--- config.mk ---
export PLATFORM = sky130hd
export DESIGN_NAME = instr_fetch_unit_flat
export DESIGN_NICKNAME = d
export VERILOG_FILES = /design/src/rtl/fetch_pkg.sv /design/src/rtl/instr_fetch_unit_if.sv /design/src/rtl/fetch_timeout_ctr.sv /design/src/rtl/instr_fetch_unit.sv /design/src/flat_wrapper.sv
export SDC_FILE = /design/constraint.sdc
export NUM_CORES = 1
export LEC_CHECK = 0
export BUFFER_PORTS_ARGS = -buffer_cell sky130_fd_sc_hd__buf_2
export CORE_MARGIN = 5
export CORE_UTILIZATION = 43
export DETAILED_ROUTE_END_ITERATION = 12
export PLACE_DENSITY = 0.74
export SETUP_SLACK_MARGIN = 0.02
export SLEW_MARGIN = 20
export SYNTH_ARGS = -nofsm -noshare
export SYNTH_HDL_FRONTEND = slang
export SYNTH_SLANG_ARGS = --single-unit
export TNS_END_PERCENT = 30
--- constraint.sdc ---
create_clock -name clk -period 2.1 [get_ports clk]
set_clock_uncertainty 0.15 [all_clocks]
set_input_delay 0.21 -clock clk [delete_from_list [all_inputs] [get_ports clk]]
set_output_delay 0.21 -clock clk [all_outputs]
set_load 0.02 [all_outputs]
--- src/rtl/fetch_pkg.sv ---
// Shared types and constants for the instruction fetch stage.
package fetch_pkg;

  typedef enum logic [1:0] {
    StBoot,
    StFetch,
    StIssue,
    StFault
  } fetch_state_e;

  localparam logic [1:0] FC_NONE     = 2'b00;
  localparam logic [1:0] FC_MISALIGN = 2'b01;
  localparam logic [1:0] FC_TIMEOUT  = 2'b10;

  localparam logic [31:0] NOP_INSTR = 32'h0000_0013;

endpackage

--- src/rtl/instr_fetch_unit_if.sv ---
// Fetch-stage bundle: instruction-memory handshake plus control-unit and fault signals.
interface instr_fetch_unit_if;

  logic        PCSrc;
  logic [31:0] PCTarget;
  logic        hold;
  logic        imem_req;
  logic [31:0] imem_addr;
  logic        imem_ack;
  logic [31:0] imem_rdata;
  logic [31:0] Instr;
  logic        Instr_valid;
  logic [31:0] PC;
  logic [31:0] PCPlus4;
  logic        fault;
  logic [1:0]  fault_cause;
  logic        fault_clear;

  modport master (
    input  PCSrc, PCTarget, hold, imem_ack, imem_rdata, fault_clear,
    output imem_req, imem_addr, Instr, Instr_valid, PC, PCPlus4, fault, fault_cause
  );

  modport slave (
    output PCSrc, PCTarget, hold, imem_ack, imem_rdata, fault_clear,
    input  imem_req, imem_addr, Instr, Instr_valid, PC, PCPlus4, fault, fault_cause
  );

endinterface

--- src/rtl/fetch_timeout_ctr.sv ---
// 8-bit wait counter for outstanding fetches; flags the last allowed cycle.
module fetch_timeout_ctr #(
  parameter int unsigned TIMEOUT = 16
) (
  input  logic clk,
  input  logic rst_n,
  input  logic i_en,
  input  logic i_clr,
  output logic o_term
);

  localparam logic [7:0] TermCount = 8'(TIMEOUT - 1);

  logic [7:0] r_count;

  always_ff @(posedge clk or negedge rst_n) begin
    if (!rst_n) begin
      r_count <= 8'd0;
    end else if (i_clr) begin
      r_count <= 8'd0;
    end else if (i_en) begin
      r_count <= r_count + 8'd1;
    end
  end

  assign o_term = (r_count == TermCount);

endmodule

--- src/rtl/instr_fetch_unit.sv ---
// Fetch stage: PC register, instruction-memory handshake, next-PC select and fault detection.
module instr_fetch_unit
  import fetch_pkg::*;
#(
  parameter logic [31:0] RESET_PC = 32'h0000_0000,
  parameter int unsigned TIMEOUT  = 16
) (
  input logic                clk,
  input logic                rst_n,
  instr_fetch_unit_if.master fetch
);

  fetch_state_e r_state;
  logic [31:0]  r_pc;
  logic [31:0]  r_instr;
  logic [1:0]   r_fault_cause;

  logic         w_in_fetch;
  logic         w_tmo_term;
  logic [31:0]  w_pc_plus4;
  logic [31:0]  w_next_pc;

  assign w_in_fetch = (r_state == StFetch);
  assign w_pc_plus4 = r_pc + 32'd4;
  assign w_next_pc  = fetch.PCSrc ? fetch.PCTarget : w_pc_plus4;

  // Counter runs only while waiting in FETCH and restarts from zero on every entry.
  fetch_timeout_ctr #(
    .TIMEOUT(TIMEOUT)
  ) u_timeout_ctr (
    .clk   (clk),
    .rst_n (rst_n),
    .i_en  (w_in_fetch && !fetch.imem_ack),
    .i_clr (!w_in_fetch || fetch.imem_ack || w_tmo_term),
    .o_term(w_tmo_term)
  );

  always_ff @(posedge clk or negedge rst_n) begin
    if (!rst_n) begin
      r_state       <= StBoot;
      r_pc          <= RESET_PC;
      r_instr       <= NOP_INSTR;
      r_fault_cause <= FC_NONE;
    end else begin
      case (r_state)
        StBoot: r_state <= StFetch;
        StFetch: begin
          if (fetch.imem_ack) begin
            r_instr <= fetch.imem_rdata;
            r_state <= StIssue;
          end else if (w_tmo_term) begin
            r_fault_cause <= FC_TIMEOUT;
            r_state       <= StFault;
          end
        end
        StIssue: begin
          if (!fetch.hold) begin
            // A misaligned target leaves PC on the instruction that produced it.
            if (w_next_pc[1:0] != 2'b00) begin
              r_fault_cause <= FC_MISALIGN;
              r_state       <= StFault;
            end else begin
              r_pc    <= w_next_pc;
              r_state <= StFetch;
            end
          end
        end
        StFault: begin
          if (fetch.fault_clear) begin
            r_pc          <= RESET_PC;
            r_fault_cause <= FC_NONE;
            r_state       <= StFetch;
          end
        end
        default: r_state <= StBoot;
      endcase
    end
  end

  assign fetch.imem_req    = w_in_fetch;
  assign fetch.imem_addr   = r_pc;
  assign fetch.Instr       = r_instr;
  assign fetch.Instr_valid = (r_state == StIssue);
  assign fetch.PC          = r_pc;
  assign fetch.PCPlus4     = w_pc_plus4;
  assign fetch.fault       = (r_state == StFault);
  assign fetch.fault_cause = r_fault_cause;

endmodule

--- src/flat_wrapper.sv ---
// flat-port wrapper written by rule: the top's interface ports become plain ports
module instr_fetch_unit_flat import fetch_pkg::*;
#(
  parameter logic [31:0] RESET_PC = 32'h0000_0000,
  parameter int unsigned TIMEOUT  = 16
)
  (clk, rst_n, fetch_PCSrc, fetch_PCTarget, fetch_hold, fetch_imem_ack, fetch_imem_rdata, fetch_fault_clear, fetch_imem_req, fetch_imem_addr, fetch_Instr, fetch_Instr_valid, fetch_PC, fetch_PCPlus4, fetch_fault, fetch_fault_cause);
  instr_fetch_unit_if fetch_i ();
  input logic clk;
  input logic rst_n;
  input wire logic [$bits(fetch_i.PCSrc)-1:0] fetch_PCSrc;
  input wire logic [$bits(fetch_i.PCTarget)-1:0] fetch_PCTarget;
  input wire logic [$bits(fetch_i.hold)-1:0] fetch_hold;
  input wire logic [$bits(fetch_i.imem_ack)-1:0] fetch_imem_ack;
  input wire logic [$bits(fetch_i.imem_rdata)-1:0] fetch_imem_rdata;
  input wire logic [$bits(fetch_i.fault_clear)-1:0] fetch_fault_clear;
  output wire logic [$bits(fetch_i.imem_req)-1:0] fetch_imem_req;
  output wire logic [$bits(fetch_i.imem_addr)-1:0] fetch_imem_addr;
  output wire logic [$bits(fetch_i.Instr)-1:0] fetch_Instr;
  output wire logic [$bits(fetch_i.Instr_valid)-1:0] fetch_Instr_valid;
  output wire logic [$bits(fetch_i.PC)-1:0] fetch_PC;
  output wire logic [$bits(fetch_i.PCPlus4)-1:0] fetch_PCPlus4;
  output wire logic [$bits(fetch_i.fault)-1:0] fetch_fault;
  output wire logic [$bits(fetch_i.fault_cause)-1:0] fetch_fault_cause;
  assign fetch_i.PCSrc = fetch_PCSrc;
  assign fetch_i.PCTarget = fetch_PCTarget;
  assign fetch_i.hold = fetch_hold;
  assign fetch_i.imem_ack = fetch_imem_ack;
  assign fetch_i.imem_rdata = fetch_imem_rdata;
  assign fetch_i.fault_clear = fetch_fault_clear;
  assign fetch_imem_req = fetch_i.imem_req;
  assign fetch_imem_addr = fetch_i.imem_addr;
  assign fetch_Instr = fetch_i.Instr;
  assign fetch_Instr_valid = fetch_i.Instr_valid;
  assign fetch_PC = fetch_i.PC;
  assign fetch_PCPlus4 = fetch_i.PCPlus4;
  assign fetch_fault = fetch_i.fault;
  assign fetch_fault_cause = fetch_i.fault_cause;
  instr_fetch_unit #(.RESET_PC(RESET_PC), .TIMEOUT(TIMEOUT)) u_core (.clk(clk), .rst_n(rst_n), .fetch(fetch_i));
endmodule
# --- After elaboration in Yosys (flattened, before gate mapping) ---
# Index checks and enable logic that the tools add are counted.
totals:
  out_inout_bits: 133
  regBits: 76
  in_bits: 70
  elab_cells: 51
classes:
  n_reduce_logical: 14
  eq_ne: 11
  n_addsub: 2
  muxes: 19
ops:
  columns: ["op", "n"]
  rows:
  - ["$mux 32", 4]
  - ["$pmux 32 s2", 1]
  - ["$add 32x3->32 const B", 1]
  - ["$mux 2", 10]
  - ["$mux 8", 2]
  - ["$ne 2x2->1 const B", 5]
  - ["$add 8x1->8 const B", 1]
  - ["$eq 8x4->1 const B", 1]
  - ["$pmux 2 s4", 1]
  - ["$pmux 2 s3", 1]
  - ["$reduce_and 6->1", 1]
  - ["$reduce_bool 2->1", 3]
  - ["$eq 2x2->1 const B", 2]
  - ["$reduce_and 4->1", 1]
  - ["$ne 3x3->1 const B", 1]
  - ["$reduce_and 3->1", 1]
  - ["$reduce_bool 3->1", 1]
  - ["$eq 2x1->1 const B", 1]
  - ["$logic_not 1->1", 2]
  - ["$logic_not 2->1", 1]
  - ["$logic_or 1x1->1", 2]
  - ["$ne 2x1->1 const B", 1]
  - ["$reduce_and 2->1", 1]
  - ["$logic_and 1x1->1", 1]

# --- Depth between registers and ports, before layout ---
# Gate-level depths: netlist (run 1).
logic_depth:
  ltp_word: 6
  ltp_mapped: 9

# --- By module ---
# From an unflattened synthesis (run 1), not the netlist that was laid out.
hier_totals:
  cells_unflattened: 450
  area_unflattened_um2: 4451.8
modules_own_cells:
  columns: ["mod", "instances", "area_each_um2", "seq_area_each_um2", "cells_per_inst"]
  rows:
  - ["instr_fetch_unit", 1, 4057.6, 1705.4, 411]
  - ["fetch_timeout_ctr", 1, 394.1, 200.2, 39]

# --- Least setup slack after synthesis (run 1) ---
# No wires, ideal clock.
synth_path:
  kind: "register to output"
  from: "register u_core.r_pc[2] (netlist: u_core.fetch.PC[2])"
  to: "output port fetch_PCPlus4[24]"
  path_slack_ps: -345
  stages_incl_launch_ff: 6
  arrival_time_ps: 2085
  n_path_buf: 0
  path_cell_list: "dfrtp_1 -> ha_1 -> nand3_2 -> nor4_4 -> and4_1 -> xor2_1"
synth_between:
  elab_chain_len: 1
synth_lines:
  columns: ["item", "line_no", "rtl"]
  rows:
  - ["from (decl)", "instr_fetch_unit.sv:14", "logic [31:0] r_pc;"]
  - ["from (signal assigned)", "instr_fetch_unit.sv:63", "r_pc <= w_next_pc;"]
  - ["$add 32x3->32", "instr_fetch_unit.sv:24", "assign w_pc_plus4 = r_pc + 32'd4;"]
  - ["to (decl)", "flat_wrapper.sv:22", "output wire logic [$bits(fetch_i.PCPlus4)-1:0] fetch_PCPlus4;"]
# No other way between the ends.

# --- Final worst setup path (run 1) ---
layout_path:
  from: "register u_core.r_pc[14] (netlist: u_core.fetch.PC[14])"
  to: "output port fetch_PCPlus4[29]"
# Same word-level chain as after synthesis.

==> results of run 1 <==
[how the worst max path moves through the flow]
stage / from / to / slack, ps
finish: u_core.fetch.PC[14] / fetch_PCPlus4[29] / -310
floorplan: u_core.fetch.PC[13] / fetch_PCPlus4[25] / -70
global placement: u_core.fetch.PC[2] / fetch_PCPlus4[24] / 40
CTS: u_core.fetch.PC[14] / fetch_PCPlus4[24] / -250
detailed placement: u_core.r_state[0] / u_core.fetch.PC[27] / -20
global route: u_core.fetch.PC[13] / fetch_PCPlus4[31] / -410
[timing repair]
action	4_1_cts	5_1_grt
hold endpoints to repair	85	0
hold buffers	47	0
resized for setup	48	52
gates cloned	0	0
setup buffers	13	21
pin swaps	21	18
setup endpoints to repair	32	48
[critical path: cells and delay by family, from the launching register on]
kind          cells  cell delay [ps]
buf+inv           2              360
flops             1              410
xor+xnor          1              130
simple gates      4              790
[kinds of logic (layout without fill, tap and decap cells)]
| family | count (synthesis) | after routing |
|---|---|---|
| AOI/OAI and AO/OA | 96 | 96 |
| xor gates and xnor gates | 34 | 34 |
| adders and majority gates | 7 | 7 |
| buffers and inverters | 72 | 367 |
| DFF | 76 | 76 |
| muxes | 36 | 36 |
| and+or+nand+nor | 132 | 132 |
[area by class of cell]
class / count / area [µm²]
flip-flops and latches: 76 / 1920
clock inverters: 6 / 93.8
multi-input cells: 305 / 2530
fillers: 703 / 3020
inverters: 12 / 45.0
clock buffers: 10 / 138
well taps: 136 / 170
repair buffers: 339 / 2320
[power breakdown]
group          total (mW)  leakage, nW  internal, mW  switching, mW
Combinational        5.80         2.60          2.37           3.43
Sequential           2.63        0.949          2.10          0.529
Clock                1.30        0.113         0.712          0.586
Total                9.73         3.67          5.19           4.55
[per-stage QoR]
step | worst slack, ps | TNS, ps | utilization
6_report | -313 | -3790 | 0.705
5_1_grt | -411 | -5770 | 0.705
4_1_cts | -250 | -3450 | 0.669
3_5_place_dp | -24.0 | -40.1 | 0.573
3_3_place_gp | 41.0 | 0 | 0.573
2_1_floorplan | -71.9 | -365 | -
[registers in the layout (all words and copies together) (netlist names)]
signal and cells:
u_core.u_timeout_ctr.r_count 8, u_core.fetch.Instr 32, u_core.fetch.PC 32, u_core.r_state 2, u_core.fetch.fault_cause 2
[metal layers]
metal / global-route usage / vias to the layer above / share of wire
met2: 0.408 / 273 / 0.51
met4: 0.0978 / 0 / 0.028
li1: - / 2160 / -
met1: 0.266 / 2295 / 0.37
met3: 0.0717 / 37 / 0.096
met5: 0 / - / 0
[placed cells by master (no fill, tap or decap), drive strengths merged, types with 5 or more instances in the layout]
master,synthesis,routed
a21oi,15,15
nor3,7,7
nor4,10,10
clkbuf,10,10
dlygate4sd3,0,47
nor2,44,44
nand2,25,25
o21ai,39,39
nand3,15,15
o311ai,7,7
inv,12,14
dfrtp,73,73
ha,7,7
mux2,34,34
xnor2,19,19
xor2,15,15
a22oi,14,14
and2,5,5
a31oi,5,5
buf,50,292
nand4,10,10
==> results, run 1 <==
- The first global-routing pass estimated ~24 mm of wire.
- The cell with the most instances after synthesis is sky130_fd_sc_hd__dfrtp_1.
- The share of the clock period used by the worst path is 1.15.
- The routed layout has 4765 vias.
- The slowest stage cell on the critical path is sky130_fd_sc_hd__dfrtp_1.
- The cell area power density is between 1000 and 1500 nW/µm².
- By startpoint and endpoint, the worst setup path is classified as reg2out.
- The routed wire length is about 16 mm.
- TritonCTS built the clock tree.
- Summed over all nets, the half-perimeter wirelength after detailed placement is between 10 and 15 mm.
- Relative to the synthesized area, the layout overhead comes to 60.9%.
- By instance count, the cell type seen most on the critical path is sky130_fd_sc_hd__buf_4.
- The tightest slew margin relative to the limit is 0.612.
- In this run the deepest clock path goes through 2 buffers.
- The leftover overflow at the end of global routing is 0.
- Synthesis produced a netlist whose cell count is between 400 and 500.
- The leakage power total is 3.67 nW.
- For the pin with the worst max-slew slack, the measured transition is 582 ps.
- STA classifies the critical path startpoint as a flop.
- In this run the remaining antenna-violating nets after routing total 0.
- Total power for the finished layout comes to roughly 9.7 mW.
- The peak supply drop is 809 µV.
- The peak clock frequency supported by timing is 414 MHz.
- The mapped netlist covers 4480 µm².
- Of the total synthesized cell area, the portion taken by AND, OR, NAND and NOR gates is 0.169.
- Among all flip-flop cells after synthesis, the most frequent one is sky130_fd_sc_hd__dfrtp_1.
- After synthesis, the share of flip-flops with an asynchronous set or reset is 1.00.
- The post-layout instance area is between 7000 and 8000 µm².
- The via count of the first global-routing pass is roughly 4800.
- The number of enable-type register cells in the synthesized netlist is 0.
- The clock drives 76 sinks.
- The initialized floorplan defines 37 standard-cell rows.
- The total nets after synthesis is 530.
- The time the worst path needs with I/O delays and setup is 2410 ps.
- Using the TritonRoute via totals, the vias-per-cell ratio works out to approximately 5.4.
- The length in cells of the worst reg-to-reg path is 6.
- In the synthesized netlist, the cells that appear most often are sky130_fd_sc_hd__dfrtp_1, sky130_fd_sc_hd__nor2_1, sky130_fd_sc_hd__buf_4, sky130_fd_sc_hd__o21ai_0, sky130_fd_sc_hd__mux2_2.
- The dominant combinational cell family by area after synthesis is simple AND/OR/NAND/NOR gates.
- Entering global routing, the biggest net connects 44 pins.
- The compound-cell area share of the yosys netlist is 0.133.
- sky130_fd_sc_hd__dfrtp_1 takes more of the synthesized area than any other cell.
- The floorplan step set the die width to approximately 110 µm.
- The number of port buffers is between 200 and 250.
- The share of synthesized area in the top cell type comes to 0.408.
- Dividing the detail-routed wire length by the instance count gives roughly 18 µm.
- The end point of the most critical hold path is u_core.fetch.PC[25].
- STA classifies the critical path endpoint as an output port.
- At the worst endpoint, the required time is around 1700 ps.
- Traced cell by cell, the critical path runs through nand4_4 -> nor4_4 -> buf_4 -> and2_4 -> nand2_2 -> xnor2_2 -> buf_4.
- The initial utilization of the core area, before any placement, comes to 0.438.
- For this run, the total global-route usage over all layers was measured as 0.234.
- Hold is met by between 15 and 20 ps.
- The number of hold violations in the final report was 0.
- Counting tap cells, the placed design contains a total of between 700 and 800 instances.
- The number of nets in the layout is 820.
- The I/O pin count is between 200 and 250.
- The sequential area share after synthesis is 0.425.
- The worst hold path begins at fetch_PCTarget[25].
- The placer's final routability congestion estimate is between 0.8 and 0.9.
- The number of antenna violations at the first check in global routing is 0.
- Counting instances, the worst hold path has a depth of 4.
- After detailed routing, the number of remaining DRC violations is 0.
- The arrival time reported for the critical path endpoint is just over 2000 ps.
- The repair_antennas step left the layout with diodes totalling 0.
- The total number of yosys warnings is 0.
- For this run, the detailed router's first-pass iteration total came to 5.
- Setup repair after global routing could not meet its margin everywhere.
- The checks that failed: negative setup slack.
- The post-placement cell area is a little under 6000 µm².
- The portion of netlist area occupied by mux cells is 0.0899.
- The vertical die dimension is ~110 µm.
- The share of the synthesized netlist area taken by xor and xnor gates is 0.0664.
- The worst register-to-register path ends at u_core.fetch.PC[31].
- By area the synthesized netlist is led by sky130_fd_sc_hd__dfrtp_1, sky130_fd_sc_hd__mux2_2, sky130_fd_sc_hd__buf_4.
- After clock tree synthesis, the clock-pin slew on the worst setup and hold paths is approximately 90 ps.
- The final standard cell count with taps included and fillers excluded is between 800 and 900.
- The tightest min-delay check is of the in2reg type.
- TritonCTS created 9 clock buffers.
- In this run the clock root is driven by a sky130_fd_sc_hd__clkbuf_8.
- CTS built an H-tree with a depth of 3.
- The run finished, with violations left.
- Of the cells placed in the final design, the portion with a size suffix greater than 1 is 0.552.
- The tool flagged a number of max-cap violations equal to 0.
- The initial detailed-routing violation count is 391.
- The maximum cell stage delay along the critical path is just over 400 ps.
- The max-slew violation count came to 0.
- The clock latency on the worst-skew pair is 350 ps.
- Of all nets on the critical path, the largest fanout is 4.
- Counting flops and latches in the post-synthesis netlist gives between 70 and 80.
- The post-synthesis share of cell area spent on full adders, half adders and majority gates is 0.0195.
- The placeable core region is roughly 10000 µm².
- Synthesis instantiated 52 different standard cells from the library.
- Setup violations remaining at the end of the flow were counted as 23.
- The post-layout worst setup margin is -313 ps.
- The beginning of the worst register-to-register path is u_core.fetch.PC[14].
- The mean instance size in the synthesized netlist is 9.89 µm².
- The worst register-to-register path has a setup slack of 50 ps.
- The area of the die is ~13000 µm².
Note: power is estimated with default switching activity, not from simulation.
==> run 2: changes to the inputs <==
RECOVER_POWER = 100   (was default)
==> run 2 against run 1 <==
  * The run still ends with negative setup slack left
  * Worst hold slack better by 2.7 ps
  * Die area unchanged
  * Clock power is essentially flat
  * Final cell count did not move
  * Critical path depth did not move
  * Cell area shrank 1.6%
  * Sequential power about the same
  * First-iteration DRC count shrank 13%
  * Wire length about the same
  * Combinational power is 3% lower
  * Flip-flop and latch count unchanged
  * Critical endpoint unchanged
==> results, run 2 (synthesized netlist as in run 1, its figures left out) <==
- The critical path capture point type is an output port.
- The cell area power density came to 1350 nW/µm² (-0.19%).
- The leftover overflow at the end of global routing is 0 (unchanged).
- The critical path is of the reg2out type.
- The number of antenna-violating nets in the routed design is 0 (unchanged).
- Setup repair after global routing could not meet its margin everywhere.
- The number of vias per cell is 5.43 (+0.78%).
- The total number of placement rows is 37 (unchanged).
- The tree is rooted in a sky130_fd_sc_hd__clkbuf_8.
- The area of the die is 12600 µm² (unchanged).
- The number of nets in the layout came to 820 (unchanged).
- The sequential cell fraction of total power is 0.276 (+0.006).
- The net switching component of the power is 4.56 mW (+0.32%).
- The global router's overall resource usage is 0.234 (unchanged).
- The clock tree from TritonCTS is yes.
- The initial core utilization came to 0.438 (unchanged).
- The number of hold violations in the final report came to 0 (unchanged).
- The tightest slew margin relative to the limit came to 0.263 (-0.349).
- The largest driver fanout on the critical path is 4 (unchanged).
- The clock input transition at the sequential cells of the worst setup and hold paths was 90 ps (about the same).
- The area added between synthesis and finish is 58.3%.
- Leaving out fill and tap cells, the most frequent cell in the layout is sky130_fd_sc_hd__buf_2.
- The share of power burned in combinational logic was 0.589 (-0.007).
- The checks that failed: negative setup slack.
- The arrival time reported for the critical path endpoint is 2050 ps (about the same).
- The data required time of the worst path is 1740 ps (about the same).
- The flow ran to the end, but the final reports show violations.
- The startpoint type of the worst setup path is a flop.
- The proportion of layout cells with a drive suffix above 1 is 0.455 (-0.0976).
- The clock latency on the worst-skew pair is 350 ps (about the same).
- The reported max-cap violation count is 0 (unchanged).
- The placeable core region came to 10200 µm² (unchanged).
- The net switching fraction of the power is 0.477 (+0.00994).
- The placer's final routability congestion estimate came to 0.858 (unchanged).
- The peak supply drop is 779 µV (-3.7%).
- The total clock sinks was 76 (unchanged).
- The number of antenna violations at the first check in global routing is 0 (unchanged).
- The cell-internal power is 5.00 mW (-3.6%).
- The max-slew violation count is 0 (unchanged).
- The initial detailed-routing violation count is 342 (-13%).
- The count of inserted antenna diode cells is 0 (unchanged).
- The post-layout worst setup margin is -312 ps (+0.354 ps).
- The post-route core utilization is 0.694 (-0.0111).
- The leakage power total came to 3.41 nW (-6.9%).
- The internal reg-to-reg setup slack is -10 ps (-60 ps).
- The via count of the first global-routing pass is 4843 (unchanged).
- The number of port buffers is 202 (unchanged).
- The number of detailed-routing iterations run before antenna repair is 6 (+1).
- The detailed-route via count came to 4802 (+0.78%).
- The largest net degree at the start of global routing is 44 (unchanged).
- The die extent in x is 112 µm (unchanged).
- The count of H-tree levels built during CTS came to 3 (unchanged).
- The clock power share came to 0.136 (+0.003).
- In this run the worst hold path is classified as in2reg.
- The final worst hold slack was 21.5 ps (+2.69 ps).
- The routed wire length is 15.9 mm (about the same).
- The time the worst path needs with I/O delays and setup is 2410 ps (-0.354 ps).
- The post-route DRC violation count is 0 (unchanged).
- The vertical die dimension was 112 µm (unchanged).
- The share of the clock period used by the worst path was 1.15 (about the same).
- The number of setup violations in the final report is 23 (unchanged).
- The total power of the final layout was 9.56 mW (-1.8%).
- The peak clock frequency supported by timing is 415 MHz (about the same).
- The I/O pin count came to 203 (unchanged).
- The top cell types in the final layout, fill and taps aside, are sky130_fd_sc_hd__buf_2, sky130_fd_sc_hd__buf_4, sky130_fd_sc_hd__clkbuf_1.
- The slew at the pin closest to its max-slew limit is 1110 ps (+524 ps).
- The number of buffers created by CTS is 9 (unchanged).
- The average detailed-routed wire length per instance is 17.9 µm (about the same).
- The largest buffer count on any clock path is 2 (unchanged).
- The first-pass GRT wire length is 24.2 mm (unchanged).
- The detailed placer's ending HPWL is 10.2 mm (unchanged).
## run 2: layer usage
layer	track usage	vias to the layer above	share of wire
li1	-	2163	-
met1	0.266	2297	0.36
met2	0.408	310	0.51
met3	0.0717	32	0.11
met4	0.0978	0	0.025
met5	0	-	0
## run 2: cell type report
class / instances / area, µm²
Multi-Input combinational cell: 305 / 2530
Tap cell: 136 / 170
Timing Repair Buffer: 339 / 2200
Clock buffer: 10 / 138
Clock inverter: 6 / 93.8
Sequential cell: 76 / 1920
Inverter: 12 / 45.0
Fill cell: 752 / 3130
## run 2: final timing paths
path	startpoint	endpoint	depth (start not counted)
worst max-delay path	u_core.fetch.PC[14]	fetch_PCPlus4[29]	7
worst min-delay path	fetch_PCTarget[12]	u_core.fetch.PC[12]	3
worst max register to register	u_core.fetch.PC[15]	u_core.fetch.PC[29]	8
worst min register to register	u_core.u_timeout_ctr.r_count[0]	u_core.u_timeout_ctr.r_count[0]	1
max in group asynchronous	rst_n	u_core.fetch.Instr[1]	3
min in group asynchronous	rst_n	u_core.fetch.PC[21]	2
## run 2: power groups by stage
stage | Combinational (mW) | Sequential (mW) | Clock (mW)
after CTS | 5.52 | 2.57 | 1.32
final | 5.63 | 2.64 | 1.30
after global placement | 5.15 | 2.52 | 0
after global routing | 5.99 | 2.71 | 1.39
after detailed placement | 5.24 | 2.57 | 0
after floorplan | 2.74 | 3.43 | 0
## run 2: stage by stage
step | setup TNS [ps] | setup slack, ps | cells | cell area, µm²
after detailed placement | -40.1 | -24.0 | 788 | 5870
after CTS | -3450 | -250 | 863 | 6850
after global placement | 0 | 41.0 | 788 | 5870
final | -3930 | -312 | 884 | 7100
after global routing | -6020 | -411 | 884 | 7100
after floorplan | -365 | -71.9 | 453 | 4620
## run 2: timing repair
action                                  in CTS  in global routing
endpoints found under the setup margin      32                 48
hold endpoints to repair                    85                  0
hold buffers                                47                  0
gates resized for setup                     48                 52
buffers inserted                            13                 21
pin swaps                                   21                 18
## run 2: critical path, stage by stage (launching register included)
cell	delay, ps
sky130_fd_sc_hd__dfrtp_1	410
sky130_fd_sc_hd__nand4_4	210
sky130_fd_sc_hd__nor4_4	340
sky130_fd_sc_hd__buf_4	200
sky130_fd_sc_hd__and2_4	160
sky130_fd_sc_hd__nand2_2	80
sky130_fd_sc_hd__xnor2_2	140
sky130_fd_sc_hd__buf_4	160
